## src/rtl/stream_swapper.sv

```systemverilog
// -----------------------------------------------------------------------------
// stream_swapper
//
// Avalon-ST byte/halfword reordering stage with a 2-entry output buffer and a
// small Avalon-MM CSR block.
//
// Reordering modes (ctrl[1:0]), latched per packet on the accepted SOP beat:
//   0 pass-through
//   1 reverse all bytes of the beat
//   2 swap the two bytes inside every 16-bit halfword
//   3 reverse the order of 16-bit halfwords (bytes inside a halfword kept)
//
// Optional feature macro: STREAM_SWAPPER_STATS_EN
//   defined   -> packet_count, beat_count and error_count exist; ctrl[8]
//                (clear_stats) zeroes all three.
//   undefined -> counters are not built and read back as 0.
//
// Ports
//   clk, reset                      single clock, synchronous active-high reset
//   stream_in_*                     sink side (data, empty, valid, sop, eop, ready)
//   stream_out_*                    source side (data, empty, valid, sop, eop, ready)
//   csr_address/read/write/
//   csr_writedata                   CSR request, always accepted (no waitrequest)
//   csr_readdata/readdatavalid      CSR response, one cycle after csr_read
//
// CSR map
//   0 ctrl          [1:0] mode (R/W), [8] clear_stats (write-1 pulse, reads 0)
//   1 packet_count  output-side EOP handshakes, wraps
//   2 beat_count    output-side handshakes, wraps
//   3 status        [0] in_packet, [2:1] active mode, [31:16] error_count (sat)
// -----------------------------------------------------------------------------
module stream_swapper #(
  parameter int DATA_BYTES = 8,
  parameter int EMPTY_W    = $clog2(DATA_BYTES)
) (
  input  logic                    clk,
  input  logic                    reset,

  input  logic [DATA_BYTES*8-1:0] stream_in_data,
  input  logic [EMPTY_W-1:0]      stream_in_empty,
  input  logic                    stream_in_valid,
  input  logic                    stream_in_startofpacket,
  input  logic                    stream_in_endofpacket,
  output logic                    stream_in_ready,

  output logic [DATA_BYTES*8-1:0] stream_out_data,
  output logic [EMPTY_W-1:0]      stream_out_empty,
  output logic                    stream_out_valid,
  output logic                    stream_out_startofpacket,
  output logic                    stream_out_endofpacket,
  input  logic                    stream_out_ready,

  input  logic [1:0]              csr_address,
  input  logic                    csr_read,
  input  logic                    csr_write,
  input  logic [31:0]             csr_writedata,
  output logic [31:0]             csr_readdata,
  output logic                    csr_readdatavalid
);

  localparam int DW = DATA_BYTES * 8;
  localparam int HW = DATA_BYTES / 2;
  // Buffered beat layout: {eop, sop, empty, data}
  localparam int BW = DW + EMPTY_W + 2;

  // ---------------------------------------------------------------------------
  // Reordering function. Mode 3 with a single halfword degenerates to identity
  // on its own, so no special case is needed for DATA_BYTES == 2.
  // ---------------------------------------------------------------------------
  function automatic logic [DW-1:0] reorder(input logic [DW-1:0] d,
                                            input logic [1:0]    m);
    logic [DW-1:0] r;
    r = d;
    for (int b = 0; b < DATA_BYTES; b++) begin
      case (m)
        2'd1:    r[b*8 +: 8] = d[(DATA_BYTES-1-b)*8 +: 8];
        2'd2:    r[b*8 +: 8] = d[(b ^ 1)*8 +: 8];
        2'd3:    r[b*8 +: 8] = d[((HW-1-(b/2))*2 + (b%2))*8 +: 8];
        default: r[b*8 +: 8] = d[b*8 +: 8];
      endcase
    end
    return r;
  endfunction

  // Control state
  logic [1:0]    r_ctrl_mode;   // mode written through CSR
  logic [1:0]    r_mode;        // mode latched for the current packet
  logic          r_in_packet;

  // Output buffer
  logic [1:0]    r_cnt;
  logic          r_in_ready;
  logic          r_out_valid;
  logic [BW-1:0] r_head;
  logic [BW-1:0] r_tail;

  // CSR response
  logic [31:0]   r_rdata;
  logic          r_rvalid;

  logic          w_push;
  logic          w_pop;
  logic [1:0]    w_sel_mode;
  logic [DW-1:0] w_in_data;
  logic [BW-1:0] w_new;
  logic [1:0]    w_cnt_next;
  logic          w_err;
  logic          w_ctrl_wr;
  logic [31:0]   w_pkt_cnt;
  logic [31:0]   w_beat_cnt;
  logic [15:0]   w_err_cnt;

  assign w_push = stream_in_valid && r_in_ready;
  assign w_pop  = r_out_valid && stream_out_ready;

  // An SOP beat uses the CSR mode directly, so the packet's first beat is
  // already transformed with the mode that is being latched for it.
  assign w_sel_mode = stream_in_startofpacket ? r_ctrl_mode : r_mode;
  assign w_in_data  = reorder(stream_in_data, w_sel_mode);
  assign w_new      = {stream_in_endofpacket, stream_in_startofpacket,
                       stream_in_empty, w_in_data};

  // Protocol error: SOP inside a packet, or a non-SOP beat outside one.
  assign w_err = w_push &&
                 (stream_in_startofpacket ? r_in_packet : !r_in_packet);

  assign w_ctrl_wr = csr_write && (csr_address == 2'd0);

  always_comb begin
    w_cnt_next = r_cnt;
    if (w_push && !w_pop)      w_cnt_next = r_cnt + 2'd1;
    else if (!w_push && w_pop) w_cnt_next = r_cnt - 2'd1;
  end

  // ---- stage: input accept / mode and packet tracking ----
  always_ff @(posedge clk) begin
    if (reset) begin
      r_ctrl_mode <= 2'd0;
      r_mode      <= 2'd0;
      r_in_packet <= 1'b0;
    end else begin
      if (w_ctrl_wr) r_ctrl_mode <= csr_writedata[1:0];
      if (w_push) begin
        if (stream_in_startofpacket) begin
          r_mode      <= r_ctrl_mode;
          r_in_packet <= !stream_in_endofpacket;
        end else if (stream_in_endofpacket) begin
          r_in_packet <= 1'b0;
        end
      end
    end
  end

  // ---- stage: 2-entry output buffer (head drives stream_out_*) ----
  // Ready is registered from the next occupancy, so a push while full can
  // never happen and the head only changes on a pop or into an empty buffer.
  always_ff @(posedge clk) begin
    if (reset) begin
      r_cnt       <= 2'd0;
      r_in_ready  <= 1'b0;
      r_out_valid <= 1'b0;
      r_head      <= '0;
    end else begin
      r_cnt       <= w_cnt_next;
      r_in_ready  <= (w_cnt_next < 2'd2);
      r_out_valid <= (w_cnt_next != 2'd0);
      if (w_pop) begin
        if (r_cnt == 2'd2) r_head <= r_tail;
        else if (w_push)   r_head <= w_new;
      end else if (w_push && (r_cnt == 2'd0)) begin
        r_head <= w_new;
      end
    end
  end

  // Second slot holds data only; its contents are meaningless unless r_cnt==2.
  always_ff @(posedge clk) begin
    if (w_push && !w_pop && (r_cnt == 2'd1)) r_tail <= w_new;
  end

  assign stream_in_ready          = r_in_ready;
  assign stream_out_valid         = r_out_valid;
  assign stream_out_data          = r_head[DW-1:0];
  assign stream_out_empty         = r_head[DW +: EMPTY_W];
  assign stream_out_startofpacket = r_head[DW+EMPTY_W];
  assign stream_out_endofpacket   = r_head[DW+EMPTY_W+1];

  // ---- stage: statistics ----
`ifdef STREAM_SWAPPER_STATS_EN
  logic        w_clear;
  logic [31:0] r_pkt_cnt;
  logic [31:0] r_beat_cnt;
  logic [15:0] r_err_cnt;

  assign w_clear = w_ctrl_wr && csr_writedata[8];

  // Clear takes priority over a same-cycle increment.
  always_ff @(posedge clk) begin
    if (reset || w_clear) begin
      r_pkt_cnt  <= 32'd0;
      r_beat_cnt <= 32'd0;
      r_err_cnt  <= 16'd0;
    end else begin
      if (w_pop) r_beat_cnt <= r_beat_cnt + 32'd1;
      if (w_pop && stream_out_endofpacket) r_pkt_cnt <= r_pkt_cnt + 32'd1;
      if (w_err && (r_err_cnt != 16'hFFFF)) r_err_cnt <= r_err_cnt + 16'd1;
    end
  end

  assign w_pkt_cnt  = r_pkt_cnt;
  assign w_beat_cnt = r_beat_cnt;
  assign w_err_cnt  = r_err_cnt;
`else
  assign w_pkt_cnt  = 32'd0;
  assign w_beat_cnt = 32'd0;
  assign w_err_cnt  = 16'd0;
`endif

  // Bits of the write bus with no register behind them, plus the error
  // strobe when statistics are not built.
  logic w_unused;
  assign w_unused = ^{csr_writedata[31:9], csr_writedata[7:2], w_err};

  // ---- stage: CSR read response ----
  // Reads sample register state before any same-cycle write lands.
  always_ff @(posedge clk) begin
    if (reset) begin
      r_rdata  <= 32'd0;
      r_rvalid <= 1'b0;
    end else begin
      r_rvalid <= csr_read;
      r_rdata  <= 32'd0;
      if (csr_read) begin
        case (csr_address)
          2'd0:    r_rdata <= {30'd0, r_ctrl_mode};
          2'd1:    r_rdata <= w_pkt_cnt;
          2'd2:    r_rdata <= w_beat_cnt;
          default: r_rdata <= {w_err_cnt, 13'd0, r_mode, r_in_packet};
        endcase
      end
    end
  end

  assign csr_readdata      = r_rdata;
  assign csr_readdatavalid = r_rvalid;

endmodule

```

## config.mk

```make
export PLATFORM = sky130hd
export DESIGN_NAME = stream_swapper
export DESIGN_NICKNAME = d
export VERILOG_FILES = /design/src/rtl/stream_swapper.sv
export SDC_FILE = /design/constraint.sdc
export NUM_CORES = 1
export LEC_CHECK = 0
export BUFFER_PORTS_ARGS = -buffer_cell sky130_fd_sc_hd__buf_2
export CAP_MARGIN = 20
export CELL_PAD_IN_SITES_DETAIL_PLACEMENT = 0
export CELL_PAD_IN_SITES_GLOBAL_PLACEMENT = 1
export CORE_MARGIN = 4
export CORE_UTILIZATION = 44
export DETAILED_ROUTE_END_ITERATION = 6
export PLACE_DENSITY_LB_ADDON = 0.05
export RECOVER_POWER = 50
export SLEW_MARGIN = 20
export SYNTH_ARGS = -nofsm -noshare
export SYNTH_HDL_FRONTEND = slang
export SYNTH_SLANG_ARGS = --single-unit
```

## constraint.sdc

```tcl
create_clock -name clk -period 8.5 [get_ports clk]
set_clock_uncertainty 0.05 [all_clocks]
set_input_delay 1.7 -clock clk [delete_from_list [all_inputs] [get_ports clk]]
set_output_delay 1.7 -clock clk [all_outputs]
set_load 0.01 [all_outputs]
```

==> impl_results.md <==
- Unique cell type count in the Yosys netlist: 34
- Failing checks: max-capacitance violations, max-slew violations
- CORE AREA: 15900 sq um
- Delay of the slowest cell on the worst path: 2.93 ns
- Post-synth EDFFs: 69
- Worst Setup Start Kind: input pin
- Final core utilization: 52.4%
- Post-synth top flop: dfxtp_1
- Post_cts resized: 0
- Via count: 4936
- Max_cap viols: 2
- Fin. Hold Viols: 0
- Final Setup Violations: 0
- Worst-path clk slew: 0.06 ns
- # diodes: 0
- HPWL Detailed: 11.2 mm
- Ports: 213
- Hold Crit Class: reg2reg
- Area of the multi-input gates: 3010 sq um
- Share of cells above drive strength 1: 20.4%
- Commonest non-fill, non-tap cell in the layout: dfxtp_1
- First-pass GRT wire length: 26.9 mm
- Worst Setup End Kind: register
- Fin cells: 884
- Setup Fix Bufs, Post-CTS: 0
- CP Cell Sequence: buf_2 > clkbuf_1 > nor2_4 > buf_4 > o2bb2ai_1
- Max Fanout on Critical Path: 80
- Largest net degree at the start of global routing: 81
- Wirelength per Cell: 19.8 um
- Seq cells post-synth: 151
- Family with the most delay on the worst path: buffers and inverters
- CTS tree: yes
- Nets: 768
- Die area: 18400 sq um
- Crit Path Class: in2reg
- Antenna Nets Post-Route: 0
- Initial antenna violation count: 0
- Initial core utilization: 45.0%
- Fillers: 1473
- Final GP Congestion: 0.807
- Clock Path Buffers: 2
- # H-tree levels: 4
- Period utilization: 62.6%
- Leak pwr: 0.00332 uW
- Clock sinks: 151
- Drt initial violations: 262
- Min Tclk post-route: 5.33 ns
- Die Wd: 135 um
- Register area: 3710 sq um
- Worst hold slack: 0.426 ns
- Cells after DPL: 853
- Commonest cells after routing, fill and taps aside: 82 x dfxtp_1, 80 x clkbuf_1, 74 x buf_2
- Post-Syn Area: 7150 sq um
- Setup TNS: 0 ns
- Root buffer cell: clkbuf_16
- Drc violations: 0
- Drt first pass iters: 4
- Final Slew Violations: 151
- Hold Buf Count CTS: 0
- Row Count: 46
- Yosys Warn Count: 0
- WP data required: 8.58 ns
- Post-Route WL: 17.5 mm
- Cells after Synth: 523
- VDD IR max: 166 uV
- P per Cell Area: 255 nW/um^2
- Die Y: 135 um
- Fmax: 188 MHz
- Slew HR: -180%
- Vias in the first global route: 4899
- Post-synthesis area per instance: 13.7 sq um
- Grt ovf: 0
- Status: finished, violations left
- PortBufs: 153
- Sequential-to-total area share from yosys stat: 51.9%
- Area Growth Syn to Fin: 16.3%
- Total CTS buffers: 17
- RSZ-0062 raised after global routing: no
- Total Routing Usage GR: 19.0%
- Critical path's slowest cell: clkbuf_1
- Post-route cell area: 8320 sq um
- Worst slew pin tran: 4.20 ns
- Clk Latency, worst-skew pair: 0.42 ns
- Placed cell area: 7820 sq um
- Post-DR vias/cell: 5.58
- Buffers and inverters on the worst path: 3
- Critical path arrival: 5.40 ns
- Synth async-reset ratio: 0%
## power breakdown
group | internal (uW) | switching (uW) | total [uW]
clock | 462 | 301 | 763
combinational | 162 | 272 | 434
sequential | 874 | 49.3 | 923
total | 1500 | 623 | 2120
## registers in the layout, indices dropped and copies added, names as in the netlist
register / cells
stream_in_ready: 1
r_cnt: 2
csr_readdata: 3
r_in_packet: 1
stream_out_valid: 1
csr_readdatavalid: 1
r_ctrl_mode: 2
r_mode: 2
r_tail: 69
r_head: 69
## routing by layer
layer / GRT usage [%] / up-vias / share of wire, %
met3: 5.09 / 25 / 5.8
met2: 29.0 / 146 / 46
li1: - / 2308 / -
met4: 7.61 / 0 / 2.0
met5: 0 / - / 0
met1: 25.8 / 2457 / 46
## worst min-delay path: cells and delay by family (launching register included)
family | cells | cell delay (ns)
and+or+nand+nor | 1 | 0.06
AOI/OAI and AO/OA | 1 | 0.05
DFF | 1 | 0.31
## path summary, 6_finish.rpt
path / from / to / slack [ns] / cells past startpoint
max: reset / r_head[63] / 3.17 / 5
min: r_in_packet / csr_readdata[0] / 0.43 / 2
max reg2reg: stream_in_ready / r_tail[61] / 4.51 / 2
min reg2reg: r_in_packet / csr_readdata[0] / 0.43 / 2
## area by class of cell
cell class,count,share of cell area [%]
sequential,151,44.6
multi-input combinational,324,36.2
timing repair buffer,159,8.51
clock buffer,17,5.11
tap,216,3.25
clock inverter,14,2.12
inverter,3,0.135
## cell usage after synthesis (6+ instances only)
| master | n | area [sq um] |
|---|---|---|
| o2bb2ai_1 | 64 | 561 |
| clkbuf_1 | 21 | 78.8 |
| nor2_1 | 14 | 52.6 |
| mux4_1 | 12 | 315 |
| a22oi_1 | 64 | 480 |
| nand2_1 | 15 | 56.3 |
| a21oi_1 | 9 | 45.0 |
| buf_4 | 30 | 225 |
| dfxtp_1 | 82 | 1640 |
| edfxtp_1 | 69 | 2070 |
| nand3_1 | 7 | 35.0 |
| buf_6 | 6 | 67.6 |
| buf_2 | 8 | 40.0 |
| mux4_2 | 20 | 450 |
| mux2i_1 | 67 | 671 |
## metrics by stage
stage	setup WS [ns]	power (uW)
after floorplan	4.24	1220
after global placement	4.37	1380
after detailed placement	4.33	1390
after CTS	4.78	2160
after global routing	2.91	2230
final	3.17	2120
## logic make-up (layout without fill, tap and decap cells)
| logic type | after synthesis | in the layout | synth area share [%] |
|---|---|---|---|
| xor+xnor | 2 | 2 | 0.245 |
| buf+inv | 76 | 193 | 7.72 |
| simple gates | 46 | 46 | 3.03 |
| compound gates | 142 | 142 | 15.8 |
| other cells | 1 | 29 | 0.0524 |
| fa+ha+maj | 5 | 5 | 0.805 |
| mux | 100 | 100 | 20.4 |
| flops | 151 | 151 | 51.9 |
Power figures use the tool's default switching activity.
